==> config.mk <==
export PLATFORM = sky130hd
export DESIGN_NAME = fifo_width_converter
export DESIGN_NICKNAME = d
export VERILOG_FILES = /design/src/rtl/fifo_width_converter.sv
export SDC_FILE = /design/constraint.sdc
export NUM_CORES = 1
export LEC_CHECK = 0
export BUFFER_PORTS_ARGS = -buffer_cell sky130_fd_sc_hd__clkbuf_2
export CORE_MARGIN = 2
export CORE_UTILIZATION = 40
export CTS_CLUSTER_DIAMETER = 60
export DETAILED_ROUTE_END_ITERATION = 8
export PLACE_DENSITY = 0.71
export SLEW_MARGIN = 20
export SYNTH_ARGS = -nofsm -noshare
export SYNTH_HDL_FRONTEND = slang
export SYNTH_SLANG_ARGS = --single-unit
==> constraint.sdc <==
create_clock -name clk_i -period 3 [get_ports clk_i]
set_clock_uncertainty 0.1 [all_clocks]
set_input_delay 0.6 -clock clk_i [delete_from_list [all_inputs] [get_ports clk_i]]
set_output_delay 0.6 -clock clk_i [all_outputs]
set_load 0.02 [all_outputs]
==> src/rtl/fifo_width_converter.sv <==
// Synchronous FIFO that stores narrow units and converts between a wide and a narrow port.
// Occupancy is tracked in narrow units, so the flags are exact for both port widths.
module fifo_width_converter #(
  parameter int NARROW_WIDTH = 8,
  parameter int RATIO        = 2,
  parameter int ADDR_WIDTH   = 4,
  parameter bit WIDE_WRITE   = 1'b1,
  parameter int ALMOST_FULL  = 12
) (
  input  logic                                                clk_i,
  input  logic                                                reset_ni,
  input  logic                                                write_i,
  input  logic [NARROW_WIDTH*(WIDE_WRITE ? RATIO : 1)-1:0]    write_data_i,
  input  logic                                                read_i,
  output logic [NARROW_WIDTH*(WIDE_WRITE ? 1 : RATIO)-1:0]    read_data_o,
  output logic                                                full_o,
  output logic                                                empty_o,
  output logic                                                almost_full_o,
  output logic [ADDR_WIDTH:0]                                 count_o,
  output logic                                                overflow_o,
  output logic                                                underflow_o
);

  localparam int IN_U  = WIDE_WRITE ? RATIO : 1;
  localparam int OUT_U = WIDE_WRITE ? 1 : RATIO;
  localparam int DEPTH = 1 << ADDR_WIDTH;
  localparam int CW    = ADDR_WIDTH + 1;

  localparam logic [CW-1:0] IN_STEP    = CW'(IN_U);
  localparam logic [CW-1:0] OUT_STEP   = CW'(OUT_U);
  localparam logic [CW-1:0] FULL_LIMIT = CW'(DEPTH - IN_U);
  localparam logic [31:0]   AF_LEVEL   = ALMOST_FULL;

  logic [NARROW_WIDTH-1:0] r_mem [DEPTH];
  logic [ADDR_WIDTH-1:0]   r_wptr;
  logic [ADDR_WIDTH-1:0]   r_rptr;
  logic [CW-1:0]           r_count;
  logic                    r_overflow;
  logic                    r_underflow;

  logic                                              w_full;
  logic                                              w_empty;
  logic                                              w_wr_acc;
  logic                                              w_rd_acc;
  logic [NARROW_WIDTH*(WIDE_WRITE ? 1 : RATIO)-1:0]  w_rdata;

  // Flags look only at the registered count, so a same-cycle read never frees room for a write.
  assign w_full   = r_count > FULL_LIMIT;
  assign w_empty  = r_count < OUT_STEP;
  assign w_wr_acc = write_i && !w_full;
  assign w_rd_acc = read_i && !w_empty;

  always_ff @(posedge clk_i or negedge reset_ni) begin
    if (!reset_ni) begin
      r_wptr      <= '0;
      r_rptr      <= '0;
      r_count     <= '0;
      r_overflow  <= 1'b0;
      r_underflow <= 1'b0;
    end else begin
      if (w_wr_acc) r_wptr <= r_wptr + ADDR_WIDTH'(IN_U);
      if (w_rd_acc) r_rptr <= r_rptr + ADDR_WIDTH'(OUT_U);
      r_count     <= r_count + (w_wr_acc ? IN_STEP : '0) - (w_rd_acc ? OUT_STEP : '0);
      r_overflow  <= write_i && w_full;
      r_underflow <= read_i && w_empty;
    end
  end

  // Storage is deliberately not reset; the pointers alone define what is valid.
  always_ff @(posedge clk_i) begin
    if (w_wr_acc) begin
      for (int i = 0; i < IN_U; i++) begin
        r_mem[r_wptr + ADDR_WIDTH'(i)] <= write_data_i[i*NARROW_WIDTH +: NARROW_WIDTH];
      end
    end
  end

  always_comb begin
    w_rdata = '0;
    for (int i = 0; i < OUT_U; i++) begin
      w_rdata[i*NARROW_WIDTH +: NARROW_WIDTH] = r_mem[r_rptr + ADDR_WIDTH'(i)];
    end
  end

  assign read_data_o   = w_rdata;
  assign full_o        = w_full;
  assign empty_o       = w_empty;
  assign almost_full_o = 32'(r_count) >= AF_LEVEL;
  assign count_o       = r_count;
  assign overflow_o    = r_overflow;
  assign underflow_o   = r_underflow;

endmodule

==> results of run 1 <==
[Yosys cell counts]
master,n,area [um^2]
fa_1,1,20.0
xor2_1,5,43.8
o211ai_1,2,15.0
nand3_1,3,15.0
nand2_1,11,41.3
buf_4,1,7.51
a211oi_1,2,15.0
inv_1,11,41.3
o31ai_1,1,7.51
a22oi_1,16,120
edfxtp_1,128,3840
mux4_1,16,420
nand2b_1,1,6.26
dfrtp_1,14,350
and2b_1,1,7.51
nand3b_1,1,7.51
and3_1,1,6.26
a21oi_1,2,10.0
nor2b_1,2,12.5
buf_2,3,15.0
mux2_2,2,22.5
mux4_2,16,360
nor2_1,3,11.3
nor3_1,4,20.0
nor4_1,2,12.5
buf_12,1,20.0
clkdlybuf4s25_2,3,30.0
a21o_1,1,7.51
and2_1,3,18.8
xnor2_1,2,17.5
ha_1,11,138
buf_6,3,33.8
o21ai_1,1,5.00
o2111ai_1,1,8.76
[power groups by stage]
stage | clock network [uW] | logic, uW | registers, uW
after floorplan | 0 | 1510 | 2630
after global placement | 0 | 2060 | 2600
after detailed placement | 0 | 2110 | 2620
after CTS | 2080 | 2110 | 2580
after global routing | 2160 | 2260 | 2610
final | 2040 | 2060 | 2580
[flip-flops by register name (all words and copies together), names as in the netlist]
signal,cells
r_mem,128
underflow_o,1
r_rptr,4
count_o,5
overflow_o,1
r_wptr,3
[worst paths after layout]
path,depth (start not counted),slack [ps],to,startpoint
setup / recovery,5,160,read_data_o[4],r_rptr[0]
hold / removal,2,350,underflow_o,read_i
setup reg to reg,10,470,count_o[4],count_o[4]
hold reg to reg,1,420,r_rptr[3],r_rptr[3]
max in group asynchronous,2,1960,r_rptr[0],reset_ni
min in group asynchronous,2,530,count_o[4],reset_ni
[worst reg2reg max path, stage by stage (launching register included)]
cell	delay (ps)
dfrtp_1	370
inv_1	200
ha_1	220
nand3_1	160
o211ai_1	360
ha_1	210
inv_1	70
ha_1	280
a21o_1	160
a21oi_1	180
xor2_1	160
[metal layers]
layer  wire [um]  vias to the layer above  global-route usage (%)  share of wire [%]
met2        5240                       63                    24.5                 53
met4         144                        0                    5.75                1.5
met1        3990                     1373                    16.5                 40
li1            -                     1266                       -                  -
met5           0                        -                       0                  0
met3         510                       13                    4.43                5.2
[layout make-up]
type / instances / share of cell area, %
Inverter: 11 / 0.611
Clock inverter: 15 / 2.41
Tap cell: 180 / 3.33
Clock buffer: 17 / 6.30
Sequential cell: 142 / 62.1
Multi-Input combinational cell: 111 / 20.8
Timing Repair Buffer: 52 / 4.44
[per-stage QoR]
step                instances  instance area, um^2  setup WS, ps  TNS [ps]  util, %
floorplan                 275                 5710          -408    -13040        -
detailed placement        495                 6150           518         0     44.2
CTS                       528                 6750           107         0     48.5
global placement          495                 6150           569         0     44.2
finish                    528                 6760           157         0     48.5
global route              528                 6760          26.1         0     48.5
[repair_timing]
item / in CTS / in global routing
gates resized for setup: 0 / 1
hold buffers: 1 / 0
hold endpoints to repair: 13 / 0
setup endpoints to repair: 0 / 1
[kinds of logic (layout without fill, tap and decap cells)]
group                    after synthesis  count (layout)  synth area share, %
AO/OA/AOI/OAI                         26              26                 3.31
XOR/XNOR                               7               7                 1.07
adder cells (fa/ha/maj)               12              12                 2.76
buffers and inverters                 22              95                 2.58
flip-flops                           142             142                 73.4
multiplexers                          34              34                 14.1
AND/OR/NAND/NOR                       32              32                 2.78
==> summary.txt, run 1 <==
Clocking
  • TritonCTS Buffers: 17
  • Clock buffer depth: 2
  • H-tree depth: 4
  • Clock latency on the worst-skew pair: 410 ps
  • Clock root buffer: clkbuf_16
  • Clock Pin Slew Worst Setup and Hold Paths: 60 ps
  • Buffers inserted by post-CTS timing repair: 0
  • CTS Sinks: 142
  • CTS tree: built

Timing
  • Post-route minimum period: 2840 ps
  • Final setup violation count: 0
  • Hold Fails Final Rpt: 0
  • F_max: 352 MHz
  • WHS: 348 ps
  • RSZ-0062 raised after global routing: no
  • Final period util: 94.8%
  • Max Slew Vio Count: 0
  • Worst slew pin tran: 540 ps
  • Slew headroom: 63.9%

Run status
  • Status: finished, final reports clean

Die
  • Die X: 123 um
  • Top Ports: 38
  • Initial core utilization: 41.0%
  • Core area: 13900 um^2
  • DIE AREA: 15300 um^2
  • Die extent in y: 123 um
  • Rows: 43

Critical path
  • Setup CP Type: flop to output port
  • Crit-path slowest cell: mux4_1
  • CP max stage delay: 610 ps
  • Max FO, Critical Path: 18
  • Worst Path Required: 2300 ps
  • Critical Path AT: 2140 ps
  • Critical Path Start Type: flop
  • Worst path top cell family by delay: multiplexers
  • Crit path buffers/inverters: 2
  • Worst-path cell chain: buf_4, mux4_1, a22oi_1, nand2_1, clkbuf_2
  • CP endpoint kind: output port

Detailed routing
  • Drt first-iter violations: 190
  • Vias per Instance: 5.14
  • Routed wire per std cell: 18.7 um
  • Pre-Repair DR Iteration Count: 4
  • Detailed-route DRC error count: 0
  • Number of nets with antenna violations after routing: 0
  • Total wire length: 9890 um
  • Via count: 2715

Global route
  • Initial antenna violation count: 0
  • Largest net degree at the start of global routing: 21
  • First-pass GRT wire length: 15500 um
  • Total congestion overflow: 0
  • Tot GR Track Use: 14.2%
  • Vias in the first global route: 2971

Power
  • Worst vdd ir: 0.000462 V
  • Final Power: 6680 uW
  • Leakage power: 0.00242 uW
  • Clock power frac: 30.5%
  • Seq pwr share: 38.6%
  • Switching power: 2130 uW
  • PD cells: 988 nW/um^2
  • Switching share of power: 31.9%
  • Comb pwr share: 30.9%
  • Internal: 4550 uW

Synthesis
  • Yosys reg bits: 142
  • Register area share after synthesis: 73.4%
  • Synth warnings: 0
  • Post-Syn Area: 5710 um^2
  • Syn Nets: 307
  • Syn avg cell area: 20.8 um^2
  • Gate Count Post-Synth: 275
  • Synth cell types: 34

Placement
  • Routability cong.: 0.714
  • Port Buf Inserts: 37
  • Hpwl dp: 6390 um

Layout
  • Most common cell after layout, fill and taps aside: edfxtp_1
  • Multi-input gate area: 1410 um^2
  • Fill cells: 1099
  • Share of layout cells above drive strength 1: 31.3%
  • Layout Nets: 367
  • Register area: 4200 um^2
  • Commonest non-fill, non-tap cells in the layout: edfxtp_1 (128), clkbuf_2 (37), clkbuf_16 (17)
  • Synthesis-to-layout area growth: 18.3%
  • Antenna cells: 0

Flow run
  • # Max-Cap Violations: 0

Hold path
  • Hold WC Path Type: input port to flop
Note: power is estimated with default switching activity, not from simulation.
==> run 2, diff against run 1 <==
--- a/config.mk
+++ b/config.mk
@@ -5,12 +5,13 @@
 export SDC_FILE = /design/constraint.sdc
 export NUM_CORES = 1
 export LEC_CHECK = 0
-export BUFFER_PORTS_ARGS = -buffer_cell sky130_fd_sc_hd__clkbuf_2
+export BUFFER_PORTS_ARGS = -buffer_cell sky130_fd_sc_hd__buf_4
 export CORE_MARGIN = 2
 export CORE_UTILIZATION = 40
 export CTS_CLUSTER_DIAMETER = 60
 export DETAILED_ROUTE_END_ITERATION = 8
 export PLACE_DENSITY = 0.71
+export REMOVE_ABC_BUFFERS = 1
 export SLEW_MARGIN = 20
 export SYNTH_ARGS = -nofsm -noshare
 export SYNTH_HDL_FRONTEND = slang
==> summary.txt, run 2 (synthesis gave the netlist of run 1 again) <==
Placement
  • DP Cell Count: 497 (was 495)
  • Hpwl dp: 6550 um (was 6390 um)
  • Routability cong.: 0.719 (was 0.714)
  • Port Buf Inserts: 37 (unchanged)

Detailed routing
  • Via count: 2834 (was 2715)
  • Detailed-route DRC error count: 0 (unchanged)
  • Routed wire per std cell: 20.2 um (was 18.7 um)
  • Vias per Instance: 5.34 (was 5.14)
  • Number of nets with antenna violations after routing: 0 (unchanged)
  • Total wire length: 10700 um (was 9890 um)
  • Pre-Repair DR Iteration Count: 4 (unchanged)
  • Drt first-iter violations: 306 (was 190)

Critical path
  • Setup CP Type: flop to output port (unchanged)
  • Crit path buffers/inverters: 2 (unchanged)
  • Crit path depth: 5 (unchanged)
  • Worst-path cell chain: buf_12, mux4_1, a22oi_1, nand2_1, buf_4 (was buf_4, mux4_1, a22oi_1, nand2_1, clkbuf_2)
  • Worst Reg-to-Reg Cells: 10 (unchanged)
  • Crit-path slowest cell: mux4_1 (unchanged)
  • CP max stage delay: 560 ps (was 610 ps)
  • Critical Path Start Type: flop (unchanged)
  • Reg2Reg Setup Slack: 410 ps (was 470 ps)
  • CP endpoint kind: output port (unchanged)
  • Worst Path Required: 2300 ps (about the same)
  • Worst path top cell family by delay: multiplexers (unchanged)
  • Critical Path AT: 2170 ps (was 2140 ps)
  • Max FO, Critical Path: 16 (was 18)

Layout
  • Final Core Density: 49.4% (was 48.5%)
  • Max reg flops: 128 (unchanged)
  • Synthesis-to-layout area growth: 20.5% (was 18.3%)
  • Commonest non-fill, non-tap cells in the layout: edfxtp_1 (128), buf_4 (52), clkbuf_16 (18) (was edfxtp_1 (128), clkbuf_2 (37), clkbuf_16 (17))
  • Antenna cells: 0 (unchanged)
  • Layout Nets: 370 (was 367)
  • Largest Register: r_mem (unchanged)
  • Finished Layout Cells: 531 (was 528)
  • Share of layout cells above drive strength 1: 30.2% (was 31.3%)
  • Most common cell after layout, fill and taps aside: edfxtp_1 (unchanged)

Timing
  • RSZ-0062 raised after global routing: no (unchanged)
  • Max Slew Vio Count: 0 (unchanged)
  • Setup_tns: 0 ps (unchanged)
  • Slew headroom: 57.8% (was 63.9%)
  • Post-route minimum period: 2870 ps (was 2840 ps)
  • Final period util: 95.5% (was 94.8%)
  • Hold Fails Final Rpt: 0 (unchanged)
  • Worst slew pin tran: 628 ps (was 540 ps)
  • Final setup violation count: 0 (unchanged)
  • F_max: 349 MHz (was 352 MHz)

Flow run
  • # Max-Cap Violations: 0 (unchanged)

Clocking
  • TritonCTS Buffers: 17 (unchanged)
  • Clock root buffer: clkbuf_16 (unchanged)
  • Clock buffer depth: 2 (unchanged)
  • CTS Sinks: 142 (unchanged)
  • Clock Pin Slew Worst Setup and Hold Paths: 60 ps (about the same)
  • Clock latency on the worst-skew pair: 410 ps (about the same)
  • CTS tree: built (unchanged)
  • H-tree depth: 4 (unchanged)

Hold path
  • Hold Path Depth: 1 (was 2)
  • Hold WC Path Type: input port to flop (unchanged)

Die
  • Rows: 43 (unchanged)
  • Initial core utilization: 41.0% (unchanged)
  • Core area: 13900 um^2 (unchanged)
  • Die extent in y: 123 um (unchanged)
  • Die X: 123 um (unchanged)
  • Top Ports: 38 (unchanged)
  • DIE AREA: 15300 um^2 (unchanged)

Run status
  • Status: finished, final reports clean (unchanged)

Power
  • Worst vdd ir: 0.000562 V (was 0.000462 V)
  • Final Power: 6880 uW (was 6680 uW)
  • Leakage power: 0.00247 uW (was 0.00242 uW)
  • PD cells: 1000 nW/um^2 (was 988 nW/um^2)

Global route
  • First-pass GRT wire length: 16300 um (was 15500 um)
  • Total congestion overflow: 0 (unchanged)
  • Vias in the first global route: 2962 (was 2971)
  • Initial antenna violation count: 0 (unchanged)
  • Largest net degree at the start of global routing: 35 (was 21)
  • Tot GR Track Use: 15.2% (was 14.2%)
-- run 2: cell types whose count changed in the layout (fill, tap and decap cells not counted), moves of 3 or more --
cell,change
buf_4,+38
clkbuf_1,+5
clkbuf_2,-37
clkbuf_8,+3
clkinv_4,-4
inv_6,-3
-- run 2: timing repair --
item / CTS / global route
hold buffers: 1 / 0
setup endpoints to repair: 0 / 2
buffers inserted: 0 / 0
gates resized for setup: 0 / 0
hold endpoints to repair: 14 / 0
-- run 2: power breakdown --
group          internal, uW  switching, uW
registers              2430            171
clock network          1280            743
logic                  1040           1200
total                  4760           2120
-- run 2: area by class of cell --
class,instances,area [um^2]
Inverter,11,41.3
Sequential cell,142,4200
Multi-Input combinational cell,111,1400
Clock inverter,7,87.6
Tap cell,180,225
Fill cell,1145,7050
Clock buffer,25,485
Timing Repair Buffer,55,445
-- run 2: through the flow --
| step | cell area [um^2] | setup WS (ps) | hold slack, ps |
|---|---|---|---|
| global route | 6880 | 19.6 | 313 |
| CTS | 6860 | 85.3 | 316 |
| floorplan | 5610 | -408 | 204 |
| global placement | 6270 | 535 | 360 |
| detailed placement | 6270 | 463 | 368 |
| finish | 6880 | 135 | 321 |
-- run 2: final timing paths --
kind                                  startpoint             end
worst max-delay path                   r_rptr[0]  read_data_o[0]
max in group asynchronous               reset_ni       r_rptr[0]
worst min register to register         r_rptr[1]       r_rptr[1]
worst max register to register        count_o[4]      count_o[4]
worst min-delay path            write_data_i[12]    r_mem[11][4]
min in group asynchronous               reset_ni       r_wptr[3]
-- run 2: layer usage --
layer	global-route usage, %	up-vias	share of wire (%)
met5	0	-	0
met4	4.26	0	0.74
met3	5.44	9	7.5
met2	25.4	95	51
met1	18.8	1466	40
li1	-	1264	-
